**src/rtl/ip_pkg.sv**
```systemverilog
// Shared IPv4 header constants, FSM state encoding and header layout for the UDP/IP TX path.
package ip_pkg;

    localparam logic [7:0] IP_VER_IHL   = 8'h45;
    localparam logic [7:0] IP_TOS       = 8'h00;
    localparam int         IP_HDR_BYTES = 20;
    localparam int         IP_HDR_WORDS = IP_HDR_BYTES / 2;
    localparam logic [7:0] IP_PROTO_UDP = 8'h11;

    typedef enum logic [2:0] {
        IDLE,
        CALC,
        FOLD,
        TX,
        DONE
    } ip_state_t;

    // Declared in wire order so the packed vector is the header in network byte order.
    typedef struct packed {
        logic [7:0]  ver_ihl;
        logic [7:0]  tos;
        logic [15:0] total_len;
        logic [15:0] id;
        logic [15:0] flag_offset;
        logic [7:0]  ttl;
        logic [7:0]  protocol;
        logic [15:0] checksum;
        logic [31:0] src;
        logic [31:0] dst;
    } ip_hdr_t;

    function automatic int hdr_beats(input int data_w);
        return IP_HDR_BYTES / (data_w / 8);
    endfunction

endpackage

```
**src/rtl/ip_checksum_acc.sv**
```systemverilog
// One's-complement 16-bit checksum accumulator: clear, add one word per cycle, fold+invert.
// Latency: checksum valid the cycle after fold; no backpressure (caller sequences add/fold).
// Backpressure: none; controls are single-cycle strobes from the owning FSM.
module ip_checksum_acc (
    input  logic        aclk,
    input  logic        aresetn,
    input  logic        clear,
    input  logic        add,
    input  logic        fold,
    input  logic [15:0] word,
    output logic [15:0] checksum
);

    logic [19:0] acc;
    logic [16:0] fold1;
    logic [15:0] fold2;

    // Two carry folds are enough for a 20-bit sum: the second add can carry at most once.
    always_comb begin
        fold1 = {1'b0, acc[15:0]} + {13'b0, acc[19:16]};
        fold2 = fold1[15:0] + {15'b0, fold1[16]};
    end

    always_ff @(posedge aclk or negedge aresetn) begin
        if (!aresetn) begin
            acc      <= '0;
            checksum <= '0;
        end else if (clear) begin
            acc      <= '0;
            checksum <= '0;
        end else begin
            if (add) begin
                acc <= acc + {4'b0, word};
            end
            if (fold) begin
                checksum <= ~fold2;
            end
        end
    end

endmodule

```
**src/rtl/ip_header_gen.sv**
```systemverilog
// IPv4 header generator: 20-byte header as DATA_W beats, MSB-first; IP_HDR_CHECKSUM_EN adds checksum calc.
// Latency: first beat 12 cycles after start with checksum, 1 without; done pulse 1 cycle after last beat.
// Backpressure: valid/ready; beat index and data_out hold while data_ready is low.
module ip_header_gen
    import ip_pkg::*;
#(
    parameter int          DATA_W      = 8,
    parameter logic [7:0]  TTL         = 8'hFF,
    parameter logic [7:0]  PROTOCOL    = IP_PROTO_UDP,
    parameter logic [15:0] FLAG_OFFSET = 16'h0000,
    parameter logic [15:0] ID_INIT     = 16'h0000
) (
    input  logic              aclk,
    input  logic              aresetn,
    input  logic              start,
    input  logic [31:0]       ip_s_addr,
    input  logic [31:0]       ip_d_addr,
    input  logic [15:0]       payload_len,
    input  logic              data_ready,
    output logic [DATA_W-1:0] data_out,
    output logic              data_valid,
    output logic              data_last,
    output logic              busy,
    output logic              ip_header_tx_done
);

    localparam int         BEATS     = hdr_beats(DATA_W);
    localparam logic [4:0] LAST_BEAT = 5'(BEATS - 1);
    localparam logic [4:0] LAST_WORD = 5'(IP_HDR_WORDS - 1);

    ip_state_t   state, state_nxt;
    logic [31:0] src_q, dst_q;
    logic [15:0] len_q;
    logic [15:0] id_q;
    logic [4:0]  cnt;
    logic [15:0] csum;
    ip_hdr_t     hdr;
    logic        accept;

    assign accept = (state == IDLE) && start;

    always_comb begin
        hdr.ver_ihl     = IP_VER_IHL;
        hdr.tos         = IP_TOS;
        hdr.total_len   = 16'(IP_HDR_BYTES) + len_q;
        hdr.id          = id_q;
        hdr.flag_offset = FLAG_OFFSET;
        hdr.ttl         = TTL;
        hdr.protocol    = PROTOCOL;
        hdr.checksum    = csum;
        hdr.src         = src_q;
        hdr.dst         = dst_q;
    end

`ifdef IP_HDR_CHECKSUM_EN
    logic [15:0] acc_word;

    // The accumulator is cleared on start, so the checksum field reads as zero while summing.
    assign acc_word = 16'(hdr >> (16 * (IP_HDR_WORDS - 1 - int'(cnt))));

    ip_checksum_acc u_csum (
        .aclk     (aclk),
        .aresetn  (aresetn),
        .clear    (accept),
        .add      (state == CALC),
        .fold     (state == FOLD),
        .word     (acc_word),
        .checksum (csum)
    );
`else
    assign csum = 16'h0000;
`endif

    always_comb begin
        state_nxt         = state;
        data_valid        = 1'b0;
        data_last         = 1'b0;
        data_out          = '0;
        busy              = (state != IDLE);
        ip_header_tx_done = 1'b0;
        case (state)
            IDLE: begin
                if (start) begin
`ifdef IP_HDR_CHECKSUM_EN
                    state_nxt = CALC;
`else
                    state_nxt = TX;
`endif
                end
            end
            CALC: begin
                if (cnt == LAST_WORD) begin
                    state_nxt = FOLD;
                end
            end
            FOLD: state_nxt = TX;
            TX: begin
                data_valid = 1'b1;
                data_last  = (cnt == LAST_BEAT);
                data_out   = DATA_W'(hdr >> (DATA_W * (BEATS - 1 - int'(cnt))));
                if (data_ready && data_last) begin
                    state_nxt = DONE;
                end
            end
            DONE: begin
                ip_header_tx_done = 1'b1;
                state_nxt         = IDLE;
            end
            default: state_nxt = IDLE;
        endcase
    end

    always_ff @(posedge aclk or negedge aresetn) begin
        if (!aresetn) begin
            state <= IDLE;
            cnt   <= '0;
            src_q <= '0;
            dst_q <= '0;
            len_q <= '0;
            id_q  <= ID_INIT;
        end else begin
            state <= state_nxt;
            case (state)
                IDLE: begin
                    if (start) begin
                        src_q <= ip_s_addr;
                        dst_q <= ip_d_addr;
                        len_q <= payload_len;
                        cnt   <= '0;
                    end
                end
                CALC: cnt <= (cnt == LAST_WORD) ? 5'd0 : cnt + 5'd1;
                TX: begin
                    if (data_valid && data_ready) begin
                        cnt <= cnt + 5'd1;
                    end
                end
                DONE: begin
                    cnt  <= '0;
                    id_q <= id_q + 16'd1;
                end
                default: cnt <= cnt;
            endcase
        end
    end

endmodule

```
**config.mk**
```make
export PLATFORM = sky130hd
export DESIGN_NAME = ip_header_gen
export DESIGN_NICKNAME = d
export VERILOG_FILES = /design/src/rtl/ip_pkg.sv /design/src/rtl/ip_checksum_acc.sv /design/src/rtl/ip_header_gen.sv
export SDC_FILE = /design/constraint.sdc
export NUM_CORES = 1
export LEC_CHECK = 0
export CAP_MARGIN = 5
export CORE_ASPECT_RATIO = 1.2
export CORE_MARGIN = 2
export CORE_UTILIZATION = 53
export CTS_CLUSTER_DIAMETER = 150
export DETAILED_ROUTE_END_ITERATION = 8
export HOLD_SLACK_MARGIN = 0.1
export PLACE_DENSITY_LB_ADDON = 0.2
export SYNTH_ARGS = -nofsm -noshare
export SYNTH_HDL_FRONTEND = slang
export SYNTH_SLANG_ARGS = --single-unit
```
**constraint.sdc**
```tcl
create_clock -name aclk -period 3 [get_ports aclk]
set_input_delay 0.45 -clock aclk [delete_from_list [all_inputs] [get_ports aclk]]
set_output_delay 0.45 -clock aclk [all_outputs]
set_load 0.01 [all_outputs]
```
==> results of run 1 <==
[layout make-up]
type,count,area (um^2),share of cell area (%)
Clock buffer,12,236,3.41
Clock inverter,4,52.6,0.758
Inverter,7,26.3,0.379
Multi-Input combinational cell,307,2700,39.0
Sequential cell,104,2610,37.6
Tap cell,126,158,2.27
Timing Repair Buffer,118,1150,16.6
[sequential cells by signal, indices dropped and copies added (netlist names)]
signal  cells
dst_q      32
src_q      32
id_q       16
len_q      16
cnt         5
state       3
[layout by cell type, fill, tap and decap left out, types with 3 or more instances in the layout]
cell	n
sky130_fd_sc_hd__dfrtp_1	103
sky130_fd_sc_hd__clkdlybuf4s50_1	86
sky130_fd_sc_hd__mux2_2	74
sky130_fd_sc_hd__nand2_1	35
sky130_fd_sc_hd__buf_4	21
sky130_fd_sc_hd__xnor2_1	16
sky130_fd_sc_hd__nor2_1	16
sky130_fd_sc_hd__o21ai_0	14
sky130_fd_sc_hd__xor2_1	11
sky130_fd_sc_hd__mux4_1	10
sky130_fd_sc_hd__a21oi_1	10
sky130_fd_sc_hd__nand4_1	9
sky130_fd_sc_hd__clkbuf_16	9
sky130_fd_sc_hd__mux2i_1	8
sky130_fd_sc_hd__inv_1	7
sky130_fd_sc_hd__nand3_1	7
sky130_fd_sc_hd__and3_1	7
sky130_fd_sc_hd__ha_1	7
sky130_fd_sc_hd__nor2b_1	6
sky130_fd_sc_hd__mux2_1	6
sky130_fd_sc_hd__dlygate4sd2_1	5
sky130_fd_sc_hd__nand2b_1	4
sky130_fd_sc_hd__or3_1	4
sky130_fd_sc_hd__o22ai_1	4
sky130_fd_sc_hd__a221oi_2	4
sky130_fd_sc_hd__nor3_1	4
sky130_fd_sc_hd__o31ai_1	4
sky130_fd_sc_hd__a21boi_0	3
sky130_fd_sc_hd__a21o_1	3
sky130_fd_sc_hd__clkbuf_1	3
sky130_fd_sc_hd__buf_12	3
[per-stage QoR]
stage	setup slack (ns)	utilization, %
after CTS	0.0212	69.1
after floorplan	0.364	-
final	0.121	69.3
after detailed placement	0.0226	65.7
after global placement	0.0529	65.7
after global routing	0.00342	69.3
[power by group]
group	total, mW	internal, mW	switching, mW
combinational	3.02	1.59	1.43
sequential	2.37	1.98	0.387
clock	1.16	0.653	0.504
total	6.55	4.23	2.32
[timing repair]
action | in CTS | in global routing
setup endpoints to repair | 8 | 4
buffers inserted | 3 | 0
gates resized for setup | 20 | 7
[worst paths after layout]
kind	startpoint	end
setup / recovery	cnt[2]$_DFFE_PN0P_	data_out[5]
hold / removal	aresetn	id_q[2]$_DFFE_PN0P_
setup reg to reg	cnt[0]$_DFFE_PN0P_	cnt[3]$_DFFE_PN0P_
hold reg to reg	id_q[15]$_DFFE_PN0P_	id_q[15]$_DFFE_PN0P_
max in group asynchronous	aresetn	dst_q[18]$_DFFE_PN0P_
min in group aclk	id_q[15]$_DFFE_PN0P_	id_q[15]$_DFFE_PN0P_
[kinds of logic (layout without fill, tap and decap cells)]
| family | Yosys count | count (layout) | synth area share, % |
|---|---|---|---|
| xor gates and xnor gates | 27 | 27 | 4.35 |
| adders and majority gates | 8 | 8 | 1.84 |
| buffers and inverters | 31 | 141 | 3.38 |
| and+or+nand+nor | 106 | 106 | 10.4 |
| AOI/OAI and AO/OA | 66 | 66 | 8.40 |
| DFF | 104 | 104 | 47.9 |
| muxes | 100 | 100 | 23.8 |
[per-layer routing]
| layer | up-vias | track usage [%] |
|---|---|---|
| met3 | 17 | 3.34 |
| met1 | 1938 | 29.6 |
| met5 | - | 0 |
| met2 | 97 | 41.5 |
| met4 | 0 | 8.08 |
| li1 | 1827 | - |
==> results by stage, run 1 <==
Synth:
- The post-synth net total is ~530.
- The number of warnings issued by yosys is 0.
- The post-synthesis sequential element count is 104.
- The proportion of synthesized chip area in sequential cells is 47.9%.
- sky130_fd_sc_hd__dfrtp_1 takes more of the synthesized area than any other cell.
- Sorting the synthesized cells by how often they occur yields sky130_fd_sc_hd__dfrtp_1, sky130_fd_sc_hd__mux2_2, sky130_fd_sc_hd__nand2_1.
- Averaged over all synthesized cells, the footprint is approximately 12 um^2.
- The most frequent cell after synthesis is sky130_fd_sc_hd__dfrtp_1.
- The gate count of the mapped netlist is 442.
- The leading register cell type out of synthesis is sky130_fd_sc_hd__dfrtp_1.
- The fraction of synthesis flops using an asynchronous set or reset pin is 100%.
- After synthesis, the cell types taking the most area are sky130_fd_sc_hd__dfrtp_1, sky130_fd_sc_hd__mux2_2, sky130_fd_sc_hd__mux4_1.
- The cell area after technology mapping is 5440 um^2.
- After synthesis, the netlist uses 55 different library cells.
- Summed over its instances, the top area cell type makes up 47.9% of the synthesized netlist area.
- The number of enable-type register cells in the synthesized netlist is 0.

STA:
- Clock skew on the completed layout was measured at 0.00520 ns.
- The worst path uses between 90 and 100% of the clock period.
- The setup TNS is 0 ns.
- The timing-limited maximum frequency is 347 MHz.
- Counting I/O delays and the setup requirement, the final critical path takes 2.88 ns.
- At the pin with the least slew margin, the transition time is between 0.8 and 0.9 ns.
- The final number of setup-violating endpoints is 0.
- The number of pins with negative max-slew slack in the final report is 0.
- Setup repair after global routing left no endpoint under its margin.
- The count of final hold-check violations was 0.
- The relative max-transition margin is 44.8%.
- Hold is met by 0.165 ns.

Detailed routing:
- After detailed routing, the met2 layer carries 6510 um of wire.
- The routed length on met3 is between 400 and 500 um.
- The wire length the detailed router placed on met1 is 5030 um.
- After the first detailed-routing iteration, the DRC count stood at 211.
- The length of the first detailed-routing pass in iterations is 4.
- After detailed routing, the number of vias per cell comes to approximately 5.7.
- The routed wire length is 12200 um.
- In the final routed layout, each cell accounts on average for between 15 and 20 um.
- In the routed design, unresolved DRC markers number 0.
- The count of vias placed by the detailed router is 3879.
- The final antenna-violating net count is 0.
- Routed signal wires occupy layers up through met4.

Finish:
- Once layout is done, the placed cells without fillers occupy 6930 um^2.
- Once layout is complete, the cells apart from fillers number 678.
- The fill cell total of the finished layout is 751.
- The number of nets in the final layout is 639.
- The layout-stage area growth over the synthesis result is 27.5%.
- The number of antenna diodes in the final layout is 0.
- The fraction of layout instances using a drive strength above 1 is 24.3%.

Clocking:
- The number of hold buffers added after CTS is 0.
- The maximum clock insertion buffer count is 2.
- The H-tree generated during clock tree synthesis spans 3 levels.
- The buffer cell driving the clock tree root is sky130_fd_sc_hd__clkbuf_16.
- The clock latency of the later-clocked register in the worst-skew pair is 0.35 ns.
- The number of buffers created by CTS is 9.
- The clock tree from TritonCTS is done.
- The number of sinks on the clock net is 104.
- The clock transition at the registers of the reported paths is 0.07 ns.

Place:
- In this run the cell area measured after placement is 6570 um^2.
- The number of buffers added on ports is 95.
- Routability-driven placement finished with a final weighted congestion of around 0.85.
- The number of placed instances, taps included, is around 660.
- The sum of net half-perimeters after detailed placement is 8850 um.

Power:
- The ratio of total power to cell area is 944 nW/um^2.
- VDD sags by at most about 0.48 mV.
- The total power after layout is 6.55 mW.
- In this run the static leakage power is 2.95 nW.

Die:
- The initial utilization of the core area, before any placement, comes to between 50% and 60%.
- The floorplan step set the die height to between 100 and 150 um.
- The total core area is 10000 um^2.
- The die area is 11100 um^2.
- The chip width is 96.5 um.
- After floorplanning, the core was divided into 40 placement rows.
- 96 I/O pins were placed.

Global routing:
- The pin count of the biggest net entering global routing is 65.
- The number of antenna violations at the first check in global routing is 0.
- Global routing used 23.6% of the available tracks across all layers.
- The total overflow left after global routing is 0.
- The global-route wire length before repair is 20100 um.
- The number of global-route vias before repair came to 4131.

Worst setup path:
- The path depth of the worst reg2reg path is 8.
- Data on the critical path arrives at its endpoint at 2.43 ns.
- The maximum single-stage delay on the critical path is around 0.38 ns.
- Of all nets on the critical path, the largest fanout is 6.
- For the worst setup path, the data required time is 2.55 ns.
- Counting buffers and inverters, the worst setup path is 8 cells deep.
- The critical path in this run is classified as register to output pin.
- The sort of element at the start of the critical path is a register.
- Setup slack on the worst reg-to-reg path comes out at ~0.74 ns.
- The cell family contributing the most delay on the critical path is simple AND/OR/NAND/NOR gates.
- The cell repeated most along the worst path is sky130_fd_sc_hd__or3_1.
- Counting both buffers and inverters, the worst setup path holds a total of 2.
- The cell with the largest stage delay on the worst path is sky130_fd_sc_hd__or3_1.
- The signal on the critical path passes through inv_1, ha_1, ha_4, or3_1, o22ai_1, or3_1, a221oi_2, dlygate4sd2_1.
- The worst setup path is captured at an output pin.

Worst hold path:
- The type of the worst min-delay path is input pin to asynchronous set/reset pin.

Run status:
- The flow ran to the end, and the final reports show no timing, DRC or antenna violations.

Job:
- The number of maximum-capacitance constraint violations is 0.
No activity file was read; power rests on OpenSTA's default activity.
==> run 2: changes to the inputs <==
CAP_MARGIN = 20   (was 5)
TNS_END_PERCENT = 10   (was default)
==> run 2 against run 1 <==
  * Non-clock buffer count is 1 higher
  * Utilization rose by 0.24 points
  * Die area unchanged
  * Largest cell class unchanged
  * Fmax is 2.9% lower
  * Power rose by 0.48%
  * Global-route usage decreased by 0.16 points
==> results by stage, run 2 (synthesis gave the netlist of run 1 again) <==
Run status:
- The run finished with clean final reports.

STA:
- The timing-limited maximum frequency is between 300 and 400 MHz.
- The count of final hold-check violations is 0.
- For the pin with the worst max-slew slack, the measured transition is 0.797 ns.
- In the finished design, the share of the clock period the worst path needs comes to slightly below 100%.
- The relative max-transition margin is 46.4%.
- The setup slack of the critical path after layout is 0.0360 ns.
- Between clock sinks in the finished design, the worst skew comes to 0.00509 ns.
- The number of pins with negative max-slew slack in the final report was 0.
- The minimum clock period after layout is ~3.0 ns.
- Setup violations remaining at the end of the flow were counted as 0.
- Setup repair after global routing could not meet its margin everywhere.

Worst setup path:
- At the worst endpoint, the required time is 2.55 ns.
- The data arrival at the endpoint of the critical path is about 2.5 ns.
- STA classifies the critical path endpoint as an output pin.
- The sort of element at the start of the critical path is a register.
- In this run the worst path has a maximum fanout of 6.
- In this run the worst setup path begins at cnt[2]$_DFFE_PN0P_.
- The worst setup path is of the register to output pin kind.
- The worst reg2reg path startpoint is cnt[0]$_DFFE_PN0P_.

Clocking:
- TritonCTS built the clock tree.
- The number of H-tree branching levels is 3.
- After clock tree synthesis, the clock-pin slew on the worst setup and hold paths is around 0.070 ns.
- The maximum clock insertion buffer count is 2.
- The number of clock buffers added by TritonCTS is 9.
- The number of sinks on the clock net is 104.
- The clock latency of the later-clocked register in the worst-skew pair is 0.35 ns.
- The root buffer cell chosen for the clock tree is sky130_fd_sc_hd__clkbuf_16.

Power:
- The part of the power in combinational logic is 46.4%.
- The share of power burned in registers is 36.0%.
- The clock network burns 17.7% of the power.
- The worst-case vdd ir drop is 0.450 mV.
- In this run the power spent charging and discharging nets is around 2.3 mW.
- The design internal power is 4.24 mW.
- The switching power as a share of total power is approximately 35%.
- Dividing total power by cell area gives a power density of 945 nW/um^2.
- Summed over all cells, the static leakage comes to 2.96 nW.

Global routing:
- The number of antenna violations at the first check in global routing was 0.
- The total overflow left after global routing is 0.
- The total routing resource utilization after global routing is 23.4%.
- Entering global routing, the biggest net connects 65 pins.
- The number of global-route vias before repair is 4126.
- The global-route wire length before repair is 20000 um.

Detailed routing:
- The first routing iteration left 199 violations.
- The final antenna-violating net count is 0.
- The count of vias placed by the detailed router is 3856.
- For this run, the detailed router's first-pass iteration total came to 4.
- The detail-routed net length per standard cell is about 18 um.
- The number of DRC violations after detailed routing is 0.
- For this block, the routed nets add up to 12200 um of wire.
- The routed via count divided by cell count is 5.68.

Place:
- Once detailed placement completed, the half-perimeter wirelength came to 8850 um.
- The number of buffers added on ports is 95.
- The last weighted congestion value of the routability-driven placer is 0.855.
- The pre-CTS worst setup slack is 0.0226 ns.

Finish:
- The area growth from synthesis to layout is 28.0%.
- The share of the core filled with cells is roughly 70%.
- The fraction of layout instances using a drive strength above 1 is 24.2%.
- The number of antenna diodes in the final layout is 0.
- The sequential cell area is 2610 um^2.
- The largest registers in the layout are dst_q x32, src_q x32.
- The library cell used most frequently in the layout, excluding fill and tap cells, is sky130_fd_sc_hd__dfrtp_1.
- In the layout the commonest cells are sky130_fd_sc_hd__dfrtp_1, sky130_fd_sc_hd__clkdlybuf4s50_1, sky130_fd_sc_hd__mux2_2.
- The multi-input combinational cell area is 2710 um^2.
- For this run, the post-layout net count is 640.
- The layout has around 750 filler cells.

Die:
- The chip width is between 90 and 100 um.
- The die area is 11100 um^2.
- The total core area is 10000 um^2.
- Row generation in the floorplan step produced 40 rows.
- The initial utilization of the core area, before any placement, comes to 54.3%.
- The height of the chip is 115 um.
- For this design the top-level I/O count stands at 96.

Worst hold path:
- The type of the worst min-delay path is input pin to asynchronous set/reset pin.

Job:
- Max-cap violations in this run came to 0.
==> run 2: cell count changes in the layout (fill, tap and decap cells not counted), sizes merged <==
cell	before	now
buf	24	25
clkbuf	13	12
dlygate4sd2	5	6
==> run 2: what timing repair did <==
action,CTS,global route
hold buffers,0,0
pin swaps,0,0
resized for setup,20,6
setup endpoints to repair,8,4
setup buffers,0,4
==> run 2: final timing paths <==
check	to	slack, ns	cells past startpoint
worst max-delay path	data_out[3]	0.04	9
worst min-delay path	id_q[2]$_DFFE_PN0P_	0.17	1
worst max register to register	cnt[3]$_DFFE_PN0P_	0.86	8
worst min register to register	id_q[15]$_DFFE_PN0P_	0.49	1
max in group asynchronous	dst_q[9]$_DFFE_PN0P_	2.13	2
min in group aclk	id_q[15]$_DFFE_PN0P_	0.49	1
==> run 2: critical path, cell delays in order, from the launching register on <==
cell and delay, ns:
sky130_fd_sc_hd__dfrtp_1 0.35, sky130_fd_sc_hd__inv_1 0.06, sky130_fd_sc_hd__ha_1 0.22, sky130_fd_sc_hd__ha_4 0.31, sky130_fd_sc_hd__nor2b_1 0.08, sky130_fd_sc_hd__a221oi_2 0.25
sky130_fd_sc_hd__a21oi_1 0.09, sky130_fd_sc_hd__or3_1 0.35, sky130_fd_sc_hd__a21oi_2 0.18, sky130_fd_sc_hd__dlygate4sd2_1 0.29
==> run 2: final cells by class <==
class,instances,share of cell area (%)
multi-input cells,307,39.0
clock inverters,4,0.755
repair buffers,119,16.7
flip-flops and latches,104,37.5
clock buffers,12,3.40
inverters,7,0.378
well taps,126,2.27
==> run 2: per-stage QoR <==
| stage | instance area, um^2 | total power [mW] | setup TNS (ns) | cells | hold WS (ns) |
|---|---|---|---|---|---|
| 2_1_floorplan | 5440 | 4.24 | 0 | 442 | 0.154 |
| 3_3_place_gp | 6570 | 5.16 | 0 | 659 | 0.480 |
| 3_5_place_dp | 6570 | 5.26 | 0 | 659 | 0.473 |
| 4_1_cts | 6900 | 6.50 | -0.0590 | 675 | 0.201 |
| 5_1_grt | 6960 | 6.97 | -0.0822 | 679 | 0.247 |
| 6_report | 6960 | 6.58 | 0 | 679 | 0.173 |
==> run 2: power groups by stage <==
stage	combinational [mW]	clock (mW)	sequential, mW
after global placement	2.79	0	2.37
after floorplan	2.00	0	2.24
after detailed placement	2.86	0	2.41
final	3.05	1.16	2.37
after CTS	2.93	1.18	2.39
after global routing	3.28	1.25	2.44
==> run 2: per-layer routing <==
metal	global-route usage (%)	part of all wire, %	vias to the layer above
li1	-	-	1828
met5	0	0	-
met1	29.3	42	1931
met2	41.2	53	82
met3	3.34	3.4	15
met4	8.17	1.5	0
==> run 3: changes to the inputs <==
CORE_MARGIN = 10   (was 2)
SKIP_LAST_GASP = 1   (was default)
==> run 3 against run 2 <==
  * The flow now finishes with violations (negative setup slack)
  * Setup slack worse by 0.14 ns
  * Sequential share of layout area is 0.19 points lower
  * First-iteration DRC count fell by 11%
  * Worst hold slack worse by 0.094 ns
  * Via count grew 0.80%
  * Sequential cell count is the same
  * Fmax down 4.4%
  * Register-to-register slack worse by 0.13 ns
  * Die area grew 33%
  * Critical endpoint is now data_out[2]
  * Highest routed layer unchanged
==> results by stage, run 3 (synthesis gave the netlist of run 1 again) <==
Clocking:
- No sink is reached through more buffers than the 2 on the longest clock path.
- TritonCTS built the clock tree.
- In this run the number of H-tree levels came out at 3.
- The number of buffers created by CTS is 9.
- The buffer cell driving the clock tree root is sky130_fd_sc_hd__clkbuf_16.
- The number of hold buffers added after CTS is 0.
- The clock transition at the registers of the reported paths is 0.07 ns.
- At the later pin of the worst-skew pair, clock insertion delay measures around 0.35 ns.
- Clock tree synthesis found a total of 104 sinks.

Place:
- In this run, placement finished with an instance count of 664.
- The last weighted congestion value of the routability-driven placer is 0.910.
- Summed over all nets, the half-perimeter wirelength after detailed placement is approximately 10000 um.
- The number of buffers added on ports is 95.

Worst setup path:
- Data on the critical path arrives at its endpoint at 2.65 ns.
- STA classifies the critical path startpoint as a register.
- The worst setup path is captured at an output pin.
- The worst reg2reg path startpoint is cnt[1]$_DFFE_PN0P_.
- The critical-path maximum fanout is 5.
- Setup slack on the worst reg-to-reg path comes out at roughly 0.73 ns.
- The data required time at the worst endpoint is 2.55 ns.
- By startpoint and endpoint, the worst setup path is classified as register to output pin.
- The most critical setup path has its startpoint at cnt[2]$_DFFE_PN0P_.
- The critical path capture point is data_out[2].
- The worst register-to-register path has a depth of 8.
- In this run the critical register-to-register path is captured at cnt[2]$_DFFE_PN0P_.

Die:
- The floorplan row count is 40.
- The boundary pin count is 96.
- The core region is 10000 um^2.
- The floorplan step defined a die boundary enclosing 14700 um^2.
- The initial cell density of the core is about 54%.
- The chip width is 112 um.
- From bottom edge to top edge, the die measures 131 um.

Power:
- The part of the power in combinational logic is a little under half.
- The switching power as a share of total power is 34.3%.
- The static leakage is 3.02 nW.
- The design internal power is about 4.4 mW.
- Power spread over the standard cell area amounts to 955 nW/um^2.
- The worst-case IR drop observed on VDD is 0.471 mV.
- Summed over all nets, the switching power comes to 2.29 mW.
- In this run, the clock network consumes 19.0% of the power.
- The share of power burned in registers is 35.6%.

Global routing:
- Entering global routing, the biggest net connects 66 pins.
- The number of antenna violations at the first check in global routing is 0.
- The number of global-route vias before repair is about 4200.
- The overflow left after global routing is 0.
- The first global-routing pass estimated approximately 22000 um of wire.
- The total routing resource utilization after global routing is 18.1%.

Finish:
- Relative to the synthesized area, the layout overhead comes to 28.5%.
- The largest registers in the layout are dst_q x32, src_q x32.
- Cells with a size suffix above 1 make up roughly a quarter of the layout.
- The sequential cell area is 2600 um^2.
- For this run, the share of the core covered by cells in the final layout is 69.8%.
- Leaving out fill and tap cells, the most frequent cell in the layout is sky130_fd_sc_hd__dfrtp_1.
- The count of antenna diodes in the layout is 0.
- The library cells used most frequently in the layout, excluding fill and tap cells, are sky130_fd_sc_hd__dfrtp_1, sky130_fd_sc_hd__clkdlybuf4s50_1, sky130_fd_sc_hd__mux2_2.
- The final layout contains 645 nets.
- Fill cells in the final layout number about 720.
- The finished layout holds 683 standard cells, fillers aside.
- The multi-input combinational cell area is around 2700 um^2.

Detailed routing:
- After detailed routing, the average wire length per cell comes to approximately 19 um.
- The count of vias placed by the detailed router is 3887.
- The final antenna-violating net count is 0.
- The number of DRC violations after detailed routing is 0.
- Dividing the detail-routed via count by the number of cells gives 5.69.
- For this block, the initial DRC count from the detailed router was around 180.
- The routed wire length is 12900 um.
- The length of the first detailed-routing pass in iterations is 4.

Run status:
- The checks that failed: negative setup slack.
- The run finished, with violations left.

STA:
- Setup repair after global routing could not meet its margin everywhere.
- The minimum clock period after layout is about 3.1 ns.
- The number of pins with negative max-slew slack in the final report is 0.
- The slew at the pin closest to its max-slew limit is 0.858 ns.
- In the post-route analysis, the smallest setup slack over all paths is -0.101 ns.
- The ratio of final minimum period to clock period is 103%.
- The timing-limited maximum frequency is 323 MHz.
- In this run the tightest slew margin relative to its limit is 42.3%.
- The count of final hold-check violations is 0.
- Setup violations remaining at the end of the flow were counted as 3.
- Between clock sinks in the finished design, the worst skew comes to 0.00648 ns.

Job:
- The tool flagged a number of max-cap violations equal to 0.

Worst hold path:
- The type of the worst min-delay path is input pin to asynchronous set/reset pin.
## run 3: cell types whose count changed in the layout (fill, tap and decap cells not counted), moves of 2 or more
cell / before / now
sky130_fd_sc_hd__buf_4: 21 / 28
sky130_fd_sc_hd__dlygate4sd2_1: 6 / 1
sky130_fd_sc_hd__clkdlybuf4s50_1: 86 / 89
sky130_fd_sc_hd__dlymetal6s2s_1: 1 / 4
sky130_fd_sc_hd__a221oi_1: 0 / 2
sky130_fd_sc_hd__a221oi_2: 4 / 2
sky130_fd_sc_hd__buf_12: 3 / 1
sky130_fd_sc_hd__clkbuf_1: 3 / 1
sky130_fd_sc_hd__o21ai_0: 14 / 16
sky130_fd_sc_hd__o21ai_2: 2 / 0
## run 3: metal layers
| metal | vias to the layer above | track usage, % | part of all wire (%) |
|---|---|---|---|
| li1 | 1848 | - | - |
| met4 | 0 | 6.58 | 1.6 |
| met2 | 95 | 32.1 | 53 |
| met1 | 1928 | 20.7 | 41 |
| met3 | 16 | 4.33 | 4.5 |
| met5 | - | 0 | 0 |
## run 3: power by group through the flow
stage | clock network, mW | logic [mW] | registers, mW
final | 1.27 | 3.03 | 2.38
after global routing | 1.34 | 3.30 | 2.46
after CTS | 1.29 | 2.92 | 2.40
after detailed placement | 0 | 2.88 | 2.41
after global placement | 0 | 2.82 | 2.37
after floorplan | 0 | 2.00 | 2.24
## run 3: layout make-up
type                       count  area share [%]
inverter                       7           0.376
multi-input combinational    307            38.4
clock inverter                 4            1.11
clock buffer                  11            3.47
timing repair buffer         124            17.1
sequential                   104            37.3
tap                          126            2.26
## run 3: worst min-delay path by stage
| stage | endpoint |
|---|---|
| 3_3_place_gp | state[2]$_DFFE_PN0P_ |
| 5_1_grt | src_q[28]$_DFFE_PN0P_ |
| 6_report | state[2]$_DFFE_PN0P_ |
| 4_1_cts | state[2]$_DFFE_PN0P_ |
| 2_1_floorplan | cnt[0]$_DFFE_PN0P_ |
| 3_5_place_dp | id_q[15]$_DFFE_PN0P_ |
## run 3: critical path, cell delays in order (launching register included)
cell and delay, ns:
sky130_fd_sc_hd__dfrtp_1 0.38, sky130_fd_sc_hd__inv_1 0.09, sky130_fd_sc_hd__ha_2 0.20, sky130_fd_sc_hd__ha_4 0.22, sky130_fd_sc_hd__nor3_2 0.19, sky130_fd_sc_hd__buf_4 0.16, sky130_fd_sc_hd__nand2_1 0.05, sky130_fd_sc_hd__o2bb2ai_1 0.15
sky130_fd_sc_hd__a311oi_2 0.27, sky130_fd_sc_hd__clkdlybuf4s50_1 0.59
## run 3: metrics by stage
step	setup TNS [ns]	hold slack (ns)	setup slack, ns	power [mW]	instance area [um^2]
2_1_floorplan	0	0.154	0.364	4.24	5440
3_3_place_gp	0	0.478	0.0110	5.20	6590
3_5_place_dp	-0.00966	0.465	-0.00966	5.29	6590
4_1_cts	-1.64	0.118	-0.283	6.61	6910
5_1_grt	-0.682	0.135	-0.236	7.11	6990
6_report	-0.277	0.0786	-0.101	6.67	6990
## run 3: repair_timing
item                                    in CTS  in global routing
gates resized for setup                      3                 12
setup buffers                                0                  4
pin swaps                                    0                  1
endpoints found under the hold margin        0                  0
endpoints found under the setup margin       8                  8
